File: src/rtl/serial_alu_pkg.sv
// serial_alu_pkg: op codes, FSM state codes and op-class helpers for the serial ALU
package serial_alu_pkg;
  localparam logic [3:0] OP_ADD  = 4'b0000;
  localparam logic [3:0] OP_SUB  = 4'b1000;
  localparam logic [3:0] OP_SLT  = 4'b0010;
  localparam logic [3:0] OP_SLTU = 4'b0011;
  localparam logic [3:0] OP_XOR  = 4'b0100;
  localparam logic [3:0] OP_OR   = 4'b0110;
  localparam logic [3:0] OP_AND  = 4'b0111;
  localparam logic [3:0] OP_EQ   = 4'b1100;
  localparam logic [3:0] OP_NE   = 4'b1101;
  localparam logic [1:0] S_IDLE  = 2'd0;
  localparam logic [1:0] S_RUN   = 2'd1;
  localparam logic [1:0] S_DONE  = 2'd2;
  function automatic logic is_sub(input logic [3:0] op);
    return op inside {OP_SUB, OP_SLT, OP_SLTU, OP_EQ, OP_NE};
  endfunction
  function automatic logic is_cmp(input logic [3:0] op);
    return op inside {OP_SLT, OP_SLTU, OP_EQ, OP_NE};
  endfunction
  function automatic logic is_logic(input logic [3:0] op);
    return op inside {OP_XOR, OP_OR, OP_AND};
  endfunction
endpackage

File: src/rtl/serial_alu_digit.sv
// serial_alu_digit: one NIB-wide slice of the add/sub/logic/equality datapath
module serial_alu_digit
  import serial_alu_pkg::*;
#(
  parameter int NIB = 4
) (
  input  logic [3:0]     op,
  input  logic [NIB-1:0] a,
  input  logic [NIB-1:0] b,
  input  logic           cin,
  input  logic           eq_in,
  output logic [NIB-1:0] r,
  output logic           cout,
  output logic           eq_out,
  output logic           slt
);
  logic [NIB-1:0] bx;
  logic [NIB:0]   sum;
  logic           ovf;
  // digit add with optional B inversion; slt is only meaningful on the MSB digit
  always_comb begin
    bx = is_sub(op) ? ~b : b;
    sum = {1'b0, a} + {1'b0, bx} + {{NIB{1'b0}}, cin};
    ovf = (a[NIB-1] == bx[NIB-1]) && (sum[NIB-1] != a[NIB-1]);
    r = op == OP_XOR ? a ^ b : op == OP_OR ? a | b : op == OP_AND ? a & b : sum[NIB-1:0];
    cout = sum[NIB];
    eq_out = eq_in && (a == b);
    slt = sum[NIB-1] ^ ovf;
  end
endmodule

File: src/rtl/serial_alu_engine.sv
// serial_alu_engine: digit-serial RV32E ALU, LSB digit first, start/done handshake
module serial_alu_engine
  import serial_alu_pkg::*;
#(
  parameter int XLEN = 32,
  parameter int NIB  = 4
) (
  input  logic            clk,
  input  logic            rstn,
  input  logic            start,
  input  logic [3:0]      op,
  input  logic [XLEN-1:0] a,
  input  logic [XLEN-1:0] b,
  output logic            busy,
  output logic            done,
  output logic [XLEN-1:0] d,
  output logic            cmp
);
  localparam int N  = XLEN / NIB;
  localparam int KW = N > 1 ? $clog2(N) : 1;
  logic [1:0]      state;
  logic [KW-1:0]   k;
  logic [3:0]      op_r;
  logic [XLEN-1:0] a_r;
  logic [XLEN-1:0] b_r;
  logic            carry;
  logic            eq;
  logic            cin;
  logic            eq_in;
  logic            last;
  logic            flag;
  logic [NIB-1:0]  r;
  logic            cout;
  logic            eq_out;
  logic            slt;
  assign busy  = state == S_RUN;
  assign done  = state == S_DONE;
  assign last  = k == KW'(N - 1);
  assign cin   = k == '0 ? is_sub(op_r) : carry;
  assign eq_in = k == '0 || eq;
  serial_alu_digit #(.NIB(NIB)) u_digit (
    .op(op_r),
    .a(a_r[NIB-1:0]),
    .b(b_r[NIB-1:0]),
    .cin(cin),
    .eq_in(eq_in),
    .r(r),
    .cout(cout),
    .eq_out(eq_out),
    .slt(slt)
  );
  // flag reported on the final digit, chosen by op class
  always_comb
    flag = op_r == OP_SLT ? slt : op_r == OP_SLTU ? !cout : op_r == OP_EQ ? eq_out :
           op_r == OP_NE ? !eq_out : is_logic(op_r) ? 1'b0 : cout;
  // FSM, operand shifting, carry/eq chaining and result assembly
  always_ff @(posedge clk) begin
    if (!rstn) begin
      state <= S_IDLE;
      k     <= '0;
      carry <= 1'b0;
      eq    <= 1'b0;
      d     <= '0;
      cmp   <= 1'b0;
      op_r  <= '0;
      a_r   <= '0;
      b_r   <= '0;
    end else if (state != S_RUN) begin
      state <= start ? S_RUN : S_IDLE;
      if (start) begin
        op_r <= op;
        a_r  <= a;
        b_r  <= b;
        k    <= '0;
      end
    end else begin
      a_r   <= a_r >> NIB;
      b_r   <= b_r >> NIB;
      carry <= cout;
      eq    <= eq_out;
      k     <= last ? '0 : k + 1'b1;
      d[k*NIB +: NIB] <= r;
      if (last) begin
        state <= S_DONE;
        cmp   <= flag;
        if (is_cmp(op_r)) d <= XLEN'(flag);
      end
    end
  end
endmodule

File: config.mk
export PLATFORM = sky130hd
export DESIGN_NAME = serial_alu_engine
export DESIGN_NICKNAME = d
export VERILOG_FILES = /design/src/rtl/serial_alu_pkg.sv /design/src/rtl/serial_alu_digit.sv /design/src/rtl/serial_alu_engine.sv
export SDC_FILE = /design/constraint.sdc
export NUM_CORES = 1
export LEC_CHECK = 0
export CORE_MARGIN = 2
export CORE_UTILIZATION = 40
export DETAILED_ROUTE_END_ITERATION = 6
export PLACE_DENSITY_LB_ADDON = 0.12
export REMOVE_ABC_BUFFERS = 1
export SLEW_MARGIN = 25
export SYNTH_ARGS = -nofsm -noshare
export SYNTH_HDL_FRONTEND = slang
export SYNTH_SLANG_ARGS = --single-unit
File: constraint.sdc
create_clock -name clk -period 4.8 [get_ports clk]
set_input_delay 0.96 -clock clk [delete_from_list [all_inputs] [get_ports clk]]
set_output_delay 0.96 -clock clk [all_outputs]
set_load 0.005 [all_outputs]
==> results of run 1 <==
-- power groups by stage --
stage               combinational (mW)  clock (mW)  sequential (mW)
floorplan                        0.226           0            0.995
global placement                 0.357           0             1.00
detailed placement               0.363           0             1.01
CTS                              0.366       0.794            0.985
global route                     0.404       0.829            0.992
finish                           0.363       0.773            0.985
-- synthesized netlist by cell type (5+ instances only) --
library cell    n  share of area [%]
a211oi_1       48                7.1
a21oi_1        18                1.8
a22o_1         21                3.6
buf_1           6               0.44
buf_2          11                1.1
clkbuf_1       19                1.4
dfxtp_1       108                 42
ha_1           18                4.4
inv_1          20                1.5
mux2i_1        56                 11
nand2_1        23                1.7
nand3_1        13                1.3
nor2_1         87                6.4
nor2b_1         6               0.74
nor3_1          9               0.88
o211ai_1        8                1.2
o21a_1          5               0.74
o21ai_0        19                1.9
o2bb2ai_1       5               0.86
-- worst min path at each step --
stage               start     to  slack, ps  depth (start not counted)
finish              d[27]  d[27]        470                          1
global route        d[11]  d[11]        480                          1
CTS                  d[3]   d[3]        470                          2
detailed placement  d[27]  d[27]        450                          1
global placement     d[3]   d[3]        440                          2
floorplan            d[3]   d[3]        450                          2
-- kinds of logic (layout without fill, tap and decap cells) --
kind of cell	count (synthesis)	after routing	share of synthesized area [%]
AOI/OAI and AO/OA	146	146	20.9
xor gates and xnor gates	6	6	1.03
adders and majority gates	20	20	5.21
buffers and inverters	59	145	4.92
DFF	108	108	42.5
muxes	56	56	11.0
and+or+nand+nor	162	162	14.5
-- metal layers --
layer | vias to the layer above | part of all wire, %
li1 | 2172 | -
met1 | 2036 | 47
met2 | 103 | 46
met3 | 10 | 6.2
met4 | 0 | 1.1
met5 | - | 0
-- layout make-up --
| type | count | share of cell area (%) |
|---|---|---|
| Timing Repair Buffer | 108 | 16.4 |
| Multi-Input combinational cell | 390 | 41.2 |
| Sequential cell | 108 | 33.1 |
| Clock buffer | 10 | 3.66 |
| Clock inverter | 6 | 1.09 |
| Tap cell | 172 | 3.30 |
| Inverter | 21 | 1.21 |
-- stage by stage --
stage / instances / setup WS, ps / hold slack (ps) / util [%]
after floorplan: 519 / 440 / 449 / -
after global placement: 799 / 1090 / 441 / 49.6
after detailed placement: 799 / 920 / 452 / 49.6
after CTS: 815 / 886 / 470 / 52.1
after global routing: 815 / 547 / 484 / 52.1
final: 815 / 866 / 466 / 52.1
-- critical path, cell delays in order (launching register included) --
cell and delay [ps]:
dfxtp_1 750, inv_1 220, a31oi_1 630, xnor2_1 200, fa_1 460, fa_1 420
xor2_1 210, o22ai_1 110, a221oi_2 410, and2b_1 300, a22o_1 160
-- state kept, by name (all words and copies together) (netlist names) --
register / count
k: 3
eq: 1
state: 2
b_r: 32
d: 32
cmp: 1
a_r: 32
op_r: 4
carry: 1
==> run metrics, run 1 <==
via count=4321; I/O pin count=106; Synth Cell Area=5090 sq um; drt total wl=12500 microns; Worst R2R End=d[6]; M1 GR Usage=25.1%; Worst-Skew Late Latency=360 ps; HPWL after DPL=8650 microns; area of the multi-input gates=2690 sq um; Synth Warn #=0; gp weighted congestion=0.823; register area share after synthesis=42.5%; Gate Count Post-Synth=557; Max-cap violations=0; VDD IR-drop max=240 uV; Design Area, Final=6520 sq um; worst-case reg-to-reg path depth=10; Reg power frac=46.4%; critical path class=reg -> reg; Final min period=3930 ps; Fin Setup TNS=0 ps; port buffer count=105; critical path peak fanout=20; largest net degree at the start of global routing=96; row count=41; outcome=completed; fin crit share=81.9%; Num CTS Buffers=9; Die Ht=117 microns; Crit. Startpoint=op_r[1]; commonest non-fill, non-tap cell in the layout=dfxtp_1; share of cells above drive strength 1=4.82%; Leakage=2.59 nW; # clock sinks=108; commonest cells after routing, fill and taps aside=108 x dfxtp_1, 104 x clkdlybuf4s50_1, 87 x nor2_1; Tot GR Track Use=19.0%; fill count=1202; worst-margin pin slew=922 ps; initial DRC count=208; drt pass-1 iters=4; vias in the first global route=4044; htree depth=3; Post-synth EDFFs=0; post-CTS sizing=0; clock share of power=36.4%; routing usage on met3=6.49%; Max Clk Rate=0.254 GHz; Critical Path Sink Type=flip-flop; Netlist cell types=51; Hold Fails Final Rpt=0; Clk pin slew, worst setup/hold paths=70 ps; grt met2 use=30.1%; CP required=5100 ps; GR Overflow Total=0; Post-CTS Hold Fix Bufs=0; Sequential Area=2160 sq um; DP Area=6210 sq um; reg2reg start=op_r[1]; main flop type after synthesis=dfxtp_1; r2r setup slk=870 ps; syn_area_per_cell=9.14 sq um; Pwr Total=2.12 mW; busiest grt layer=met2; die width=117 microns; CP arrival=4230 ps; RSZ-0062 raised after global routing=no; CTS Buffer Depth=2; sw power=581 uW; DR DRC count=0; Comb power frac=17.1%; sw frac=27.4%; Root Buffer=clkbuf_16; slew margin rel.=38.5%; Starting Density=40.7%; antenna violations before repair=0; CP startpoint kind=flip-flop; n_diodes=0; postcts setup bufs=0; FFs w/ async S/R, synth=0%; synthesis-stage register bit count=108; cell area power density=325 nW/um^2; routed len/inst=15.3 microns; post-route ant nets=0; Critical Path End=d[6]; internal power=1.54 mW; die area=13600 sq um; Hold Crit Class=reg -> reg; CTS tree=built; Final Skew=7.92 ps; Area Growth Syn to Fin=28.1%; NumNets Final=729; first-pass GRT wire length=20400 microns; final setup fails=0; DR vias/cell=5.30; max-slew violations=0; core box area=12500 sq um
Note: power is estimated with default switching activity, not from simulation.
==> run 2: changes to the inputs <==
clock period = 3.6 ns   (was 4.8 ns; I/O delays follow)
==> run 2 against run 1 <==
  * First-iteration DRC count grew 22%
  * Die area stayed put
  * Largest cell class unchanged
  * Via count shrank 0.76%
  * Core utilization rose by 0.57 points
  * Hold slack worse by 2.6 ps
==> run metrics, run 2 (synthesized netlist as in run 1, its figures left out) <==
outcome=completed; CP arrival=3510 ps (-720 ps); Num CTS Buffers=9 (unchanged); share of cells above drive strength 1=5.70% (+0.88 points); CTS Buffer Depth=2 (unchanged); Fin Setup TNS=0 ps (unchanged); post-route ant nets=0 (unchanged); Starting Density=40.7% (unchanged); post-CTS sizing=0 (unchanged); Design Area, Final=6590 sq um (+1.1%); Area Growth Syn to Fin=29.5%; Clk pin slew, worst setup/hold paths=70 ps (about the same); CP bufs+invs=1 (unchanged); Post-CTS Hold Fix Bufs=0 (unchanged); final setup fails=0 (unchanged); routed len/inst=15.4 microns (+0.94%); htree depth=3 (unchanged); DR vias/cell=5.22 (-1.5%); Leakage=2.63 nW (+1.4%); core box area=12500 sq um (unchanged); final design utilization=52.7% (+0.57 points); commonest non-fill, non-tap cell in the layout=dfxtp_1; Max stage delay on crit path=470 ps (-280 ps); antenna violations before repair=0 (unchanged); drt total wl=12700 microns (+1.7%); port buffer count=105 (unchanged); Root Buffer=clkbuf_16; RSZ-0062 raised after global routing=no; worst-margin pin slew=903 ps (-19.5 ps); drt pass-1 iters=4 (unchanged); # clock sinks=108 (unchanged); max-slew violations=0 (unchanged); row count=41 (unchanged); NumNets Final=735 (+0.82%); Final Skew=6.86 ps (-1.05 ps); commonest cells after routing, fill and taps aside=108 x dfxtp_1, 104 x clkdlybuf4s50_1, 87 x nor2_1; min setup slack post-route=386 ps (-481 ps); HPWL after DPL=8960 microns (+3.5%); CTS tree=built; gp weighted congestion=0.880 (+6.9%); Die Ht=117 microns (unchanged); die area=13600 sq um (unchanged); Worst path slowest cell=dfxtp_1; cell area power density=433 nW/um^2 (+33%); vias in the first global route=4083 (+0.96%); first-pass GRT wire length=20700 microns (+1.1%); GR Overflow Total=0 (unchanged); initial DRC count=254 (+22%); postcts setup bufs=0 (unchanged); Pwr Total=2.86 mW (+35%); Placed Cells=805 (+0.75%); Cell Chain, Critical Path=inv_1, ha_1, ha_1, nor2_1, a21oi_1, fa_1, fa_1, xor2_1, o22ai_1, a221oi_2, and2b_1, a22o_1; critical path class=reg -> reg; Critical Path Sink Type=flip-flop; Hold Crit Class=reg -> reg; DR DRC count=0 (unchanged); Hold Fails Final Rpt=0 (unchanged); Final min period=3210 ps (-719 ps); worst slack, placed=408 ps (-512 ps); Regs by FF count=a_r: 32 flops, b_r: 32 flops, d: 32 flops; critical path peak fanout=8 (-60%); non-filler cells, final=821 (+0.74%); DP Area=6280 sq um (+1.1%); Worst-Skew Late Latency=350 ps (about the same); Fin Hold WS=464 ps (-2.62 ps); via count=4288 (-0.76%); VDD IR-drop max=280 uV (+17%); die width=117 microns (unchanged); Max Clk Rate=0.311 GHz (+22%); Worst path top cell family by delay=adder cells; largest net degree at the start of global routing=93 (-3.1%); CP required=3900 ps (-1200 ps); I/O pin count=106 (unchanged); n_diodes=0 (unchanged); slew margin rel.=39.8% (+1.3 points); fin crit share=89.3% (+7.3 points); Tot GR Track Use=19.2% (+0.14 points); Max-cap violations=0 (unchanged); CP startpoint kind=flip-flop
-- run 2: cell types whose count changed in the layout (fill, tap and decap cells not counted), sizes merged --
cell      change
clkinvlp      +1
buf           +6
clkinv        -1
-- run 2: layer usage --
metal / up-vias / global-route usage (%) / part of all wire (%)
li1: 2184 / - / -
met1: 1989 / 26.3 / 48
met2: 106 / 30.0 / 45
met3: 9 / 5.30 / 6.1
met4: 0 / 4.94 / 0.83
met5: - / 0 / 0
-- run 2: worst paths after layout --
check        start   end  slack (ps)  cells after the start
max           k[0]  d[6]         390                     12
min           d[3]  d[3]         460                      2
max reg2reg   k[0]  d[6]         390                     12
min reg2reg   d[3]  d[3]         460                      2
-- run 2: area by class of cell --
| class | count | area, sq um |
|---|---|---|
| timing repair buffer | 114 | 1140 |
| multi-input combinational | 390 | 2690 |
| clock buffer | 10 | 239 |
| inverter | 21 | 78.8 |
| fill | 1219 | 5920 |
| tap | 172 | 215 |
| sequential | 108 | 2160 |
| clock inverter | 6 | 72.6 |
-- run 2: worst register-to-register path, stage by stage, from the launching register on --
cell      delay [ps]
dfxtp_1          470
inv_1            140
ha_1             220
ha_1             270
nor2_1           110
a21oi_1           60
fa_1             430
fa_1             430
xor2_1           220
o22ai_1          110
a221oi_2         280
and2b_1          270
a22o_1           160
-- run 2: report_power, final --
group / internal, mW / total [mW] / switching (mW)
Combinational: 0.244 / 0.513 / 0.270
Sequential: 1.26 / 1.31 / 0.0447
Clock: 0.565 / 1.04 / 0.471
Total: 2.07 / 2.86 / 0.785
==> run 3: changes to the inputs <==
CORE_MARGIN = 1   (was 2)
SYNTH_HIERARCHICAL = 1   (was unset)
==> run 3 against run 2 <==
  * Critical path depth grew 3
  * Critical endpoint is now cmp
  * Sequential power about the same
  * Setup slack lost 86 ps
  * Clock power about the same
==> run metrics, run 3 <==
Worst path slowest cell=or4_1; Hold Fails Final Rpt=0 (unchanged); core box area=12700 sq um (+1.6%); Post-synth EDFFs=0 (unchanged); antenna violations before repair=0 (unchanged); NumNets Final=767 (+4.4%); drt pass-1 iters=4 (unchanged); VDD IR-drop max=285 uV (+2.0%); fin crit share=91.7% (+2.4 points); GR Overflow Total=0 (unchanged); Synth Warn #=6 (+6); cell area power density=429 nW/um^2 (-0.93%); Synth top cells by count=108 x dfxtp_1, 99 x nor2_1, 80 x mux2i_1; main flop type after synthesis=dfxtp_1; post-route ant nets=0 (unchanged); DR DRC count=0 (unchanged); final setup fails=0 (unchanged); drt total wl=12000 microns (-5.0%); min setup slack post-route=300 ps (-85.8 ps); largest area contributor in the netlist=dfxtp_1; Area Growth Syn to Fin=28.8%; Final Skew=6.50 ps (-0.359 ps); fill count=1243 (+2.0%); Gate Count Post-Synth=588 (+5.6%); die width=117 microns (-0.10%); DP Area=6450 sq um (+2.7%); critical path peak fanout=10 (+2); top post-synthesis cells by area=dfxtp_1 41%, mux2i_1 15%, a211oi_1 8.0%, nor2_1 7.1%, ha_1 4.8%; share of cells above drive strength 1=5.75% (+0.051 points); largest net degree at the start of global routing=120 (+29%); Max-cap violations=0 (unchanged); row count=41 (unchanged); die area=13600 sq um (-0.21%); commonest cells after routing, fill and taps aside=107 x dfxtp_1, 104 x clkdlybuf4s50_1, 99 x nor2_1; Tot GR Track Use=18.3% (-0.86 points); CP startpoint kind=flip-flop; HP Start=eq; Num CTS Buffers=9 (unchanged); Fin Hold WS=452 ps (-12.1 ps); Max stage delay on crit path=530 ps (+60 ps); commonest non-fill, non-tap cell in the layout=dfxtp_1; Netlist cell types=52 (+2.0%); Crit. Startpoint=k[0]; Regs by FF count=a_r: 32 flops, b_r: 32 flops, d: 32 flops; Cell Chain, Critical Path=inv_1, ha_1, ha_1, nor2_1, a21oi_1, inv_1, fa_1, inv_1, fa_1, a21o_1, a21o_1, or4_1, nand3_1, nand4_1, a21oi_1; routed len/inst=14.2 microns (-8.2%); vias in the first global route=4109 (+0.64%); CP required=3880 ps (-20 ps); worst slack, placed=232 ps (-176 ps); slew margin rel.=45.6% (+5.8 points); CP bufs+invs=3 (+2); I/O pin count=106 (unchanged); Max Clk Rate=0.303 GHz (-2.6%); CTS Buffer Depth=2 (unchanged); critical path class=reg -> reg; Worst-Skew Late Latency=350 ps (about the same); Critical Path Sink Type=flip-flop; cell with the most instances after synthesis=dfxtp_1; RSZ-0062 raised after global routing=no; # clock sinks=108 (unchanged); Hold Crit Class=reg -> reg; Root Buffer=clkbuf_16; Fin Setup TNS=0 ps (unchanged); initial DRC count=210 (-17%); final design utilization=53.3% (+0.59 points); Design Area, Final=6780 sq um (+2.8%); Final min period=3300 ps (+85.8 ps); most frequent CP cell=inv_1; register area share after synthesis=41.1% (-1.4 points); postcts setup bufs=0 (unchanged); port buffer count=105 (unchanged); max-slew violations=0 (unchanged); Leakage=2.79 nW (+6.2%); DR vias/cell=5.14 (-1.6%); gp weighted congestion=0.866 (-1.6%); Clk pin slew, worst setup/hold paths=70 ps (about the same); HPWL after DPL=8450 microns (-5.7%); reg2reg start=k[0]; outcome=completed; CP arrival=3580 ps (+70 ps); synthesis-stage register bit count=108 (unchanged); CTS tree=built; htree depth=3 (unchanged); Worst path top cell family by delay=adder cells; Starting Density=41.4% (+0.69 points); Die Ht=117 microns (-0.10%); worst-margin pin slew=816 ps (-86.4 ps); n_diodes=0 (unchanged); first-pass GRT wire length=19500 microns (-5.7%); FFs w/ async S/R, synth=0% (unchanged); share of the synthesized area in the top cell type=41.1% (-1.4 points); via count=4367 (+1.8%); Synth Cell Area=5260 sq um (+3.4%); syn_area_per_cell=8.95 sq um (-2.1%)
[run 3: through the flow]
stage | instances | power [mW]
CTS | 850 | 2.95
detailed placement | 835 | 1.88
finish | 850 | 2.91
global route | 850 | 3.06
global placement | 835 | 1.87
floorplan | 548 | 1.65
[run 3: worst min-delay path, cell delays in order (launching register included)]
cell	delay [ps]
dfxtp_1	310
nand2_1	50
a21oi_1	50
[run 3: metal layers]
layer  part of all wire (%)  GRT usage (%)  wire (microns)  up-vias
met5                      0              0               0        -
met4                    1.0           4.81             125        0
met3                    6.0           6.54             724       11
met2                     47           31.0            5690       92
met1                     46           22.0            5490     2026
li1                       -              -               -     2238
[run 3: final timing paths]
kind | end | cells after the start | slack [ps]
setup / recovery | cmp | 15 | 300
hold / removal | eq | 2 | 450
setup reg to reg | cmp | 15 | 300
hold reg to reg | eq | 2 | 450
[run 3: where the power goes]
group          switching (mW)  internal, mW  total (mW)
clock network           0.432         0.625        1.06
registers              0.0487          1.26        1.31
logic                   0.272         0.268       0.539
total                   0.753          2.16        2.91
[run 3: layout make-up]
| cell class | instances | area [sq um] | area share (%) |
|---|---|---|---|
| multi-input combinational | 421 | 2860 | 42.2 |
| sequential | 108 | 2160 | 31.9 |
| timing repair buffer | 115 | 1150 | 17.0 |
| clock buffer | 11 | 243 | 3.58 |
| tap | 172 | 215 | 3.18 |
| clock inverter | 4 | 73.8 | 1.09 |
| inverter | 19 | 71.3 | 1.05 |
[run 3: kinds of logic (layout without fill, tap and decap cells)]
kind of cell	Yosys count	after routing	share of synthesized area [%]
AOI/OAI and AO/OA	114	114	14.2
buffers and inverters	59	149	4.80
xor gates and xnor gates	6	6	0.999
DFF	108	108	41.1
muxes	80	80	15.2
adders and majority gates	22	22	5.52
and+or+nand+nor	199	199	18.1
[run 3: repair_timing]
item                                    CTS  global route
resized for setup                         0             1
hold buffers                              0             0
endpoints found under the setup margin    0             1
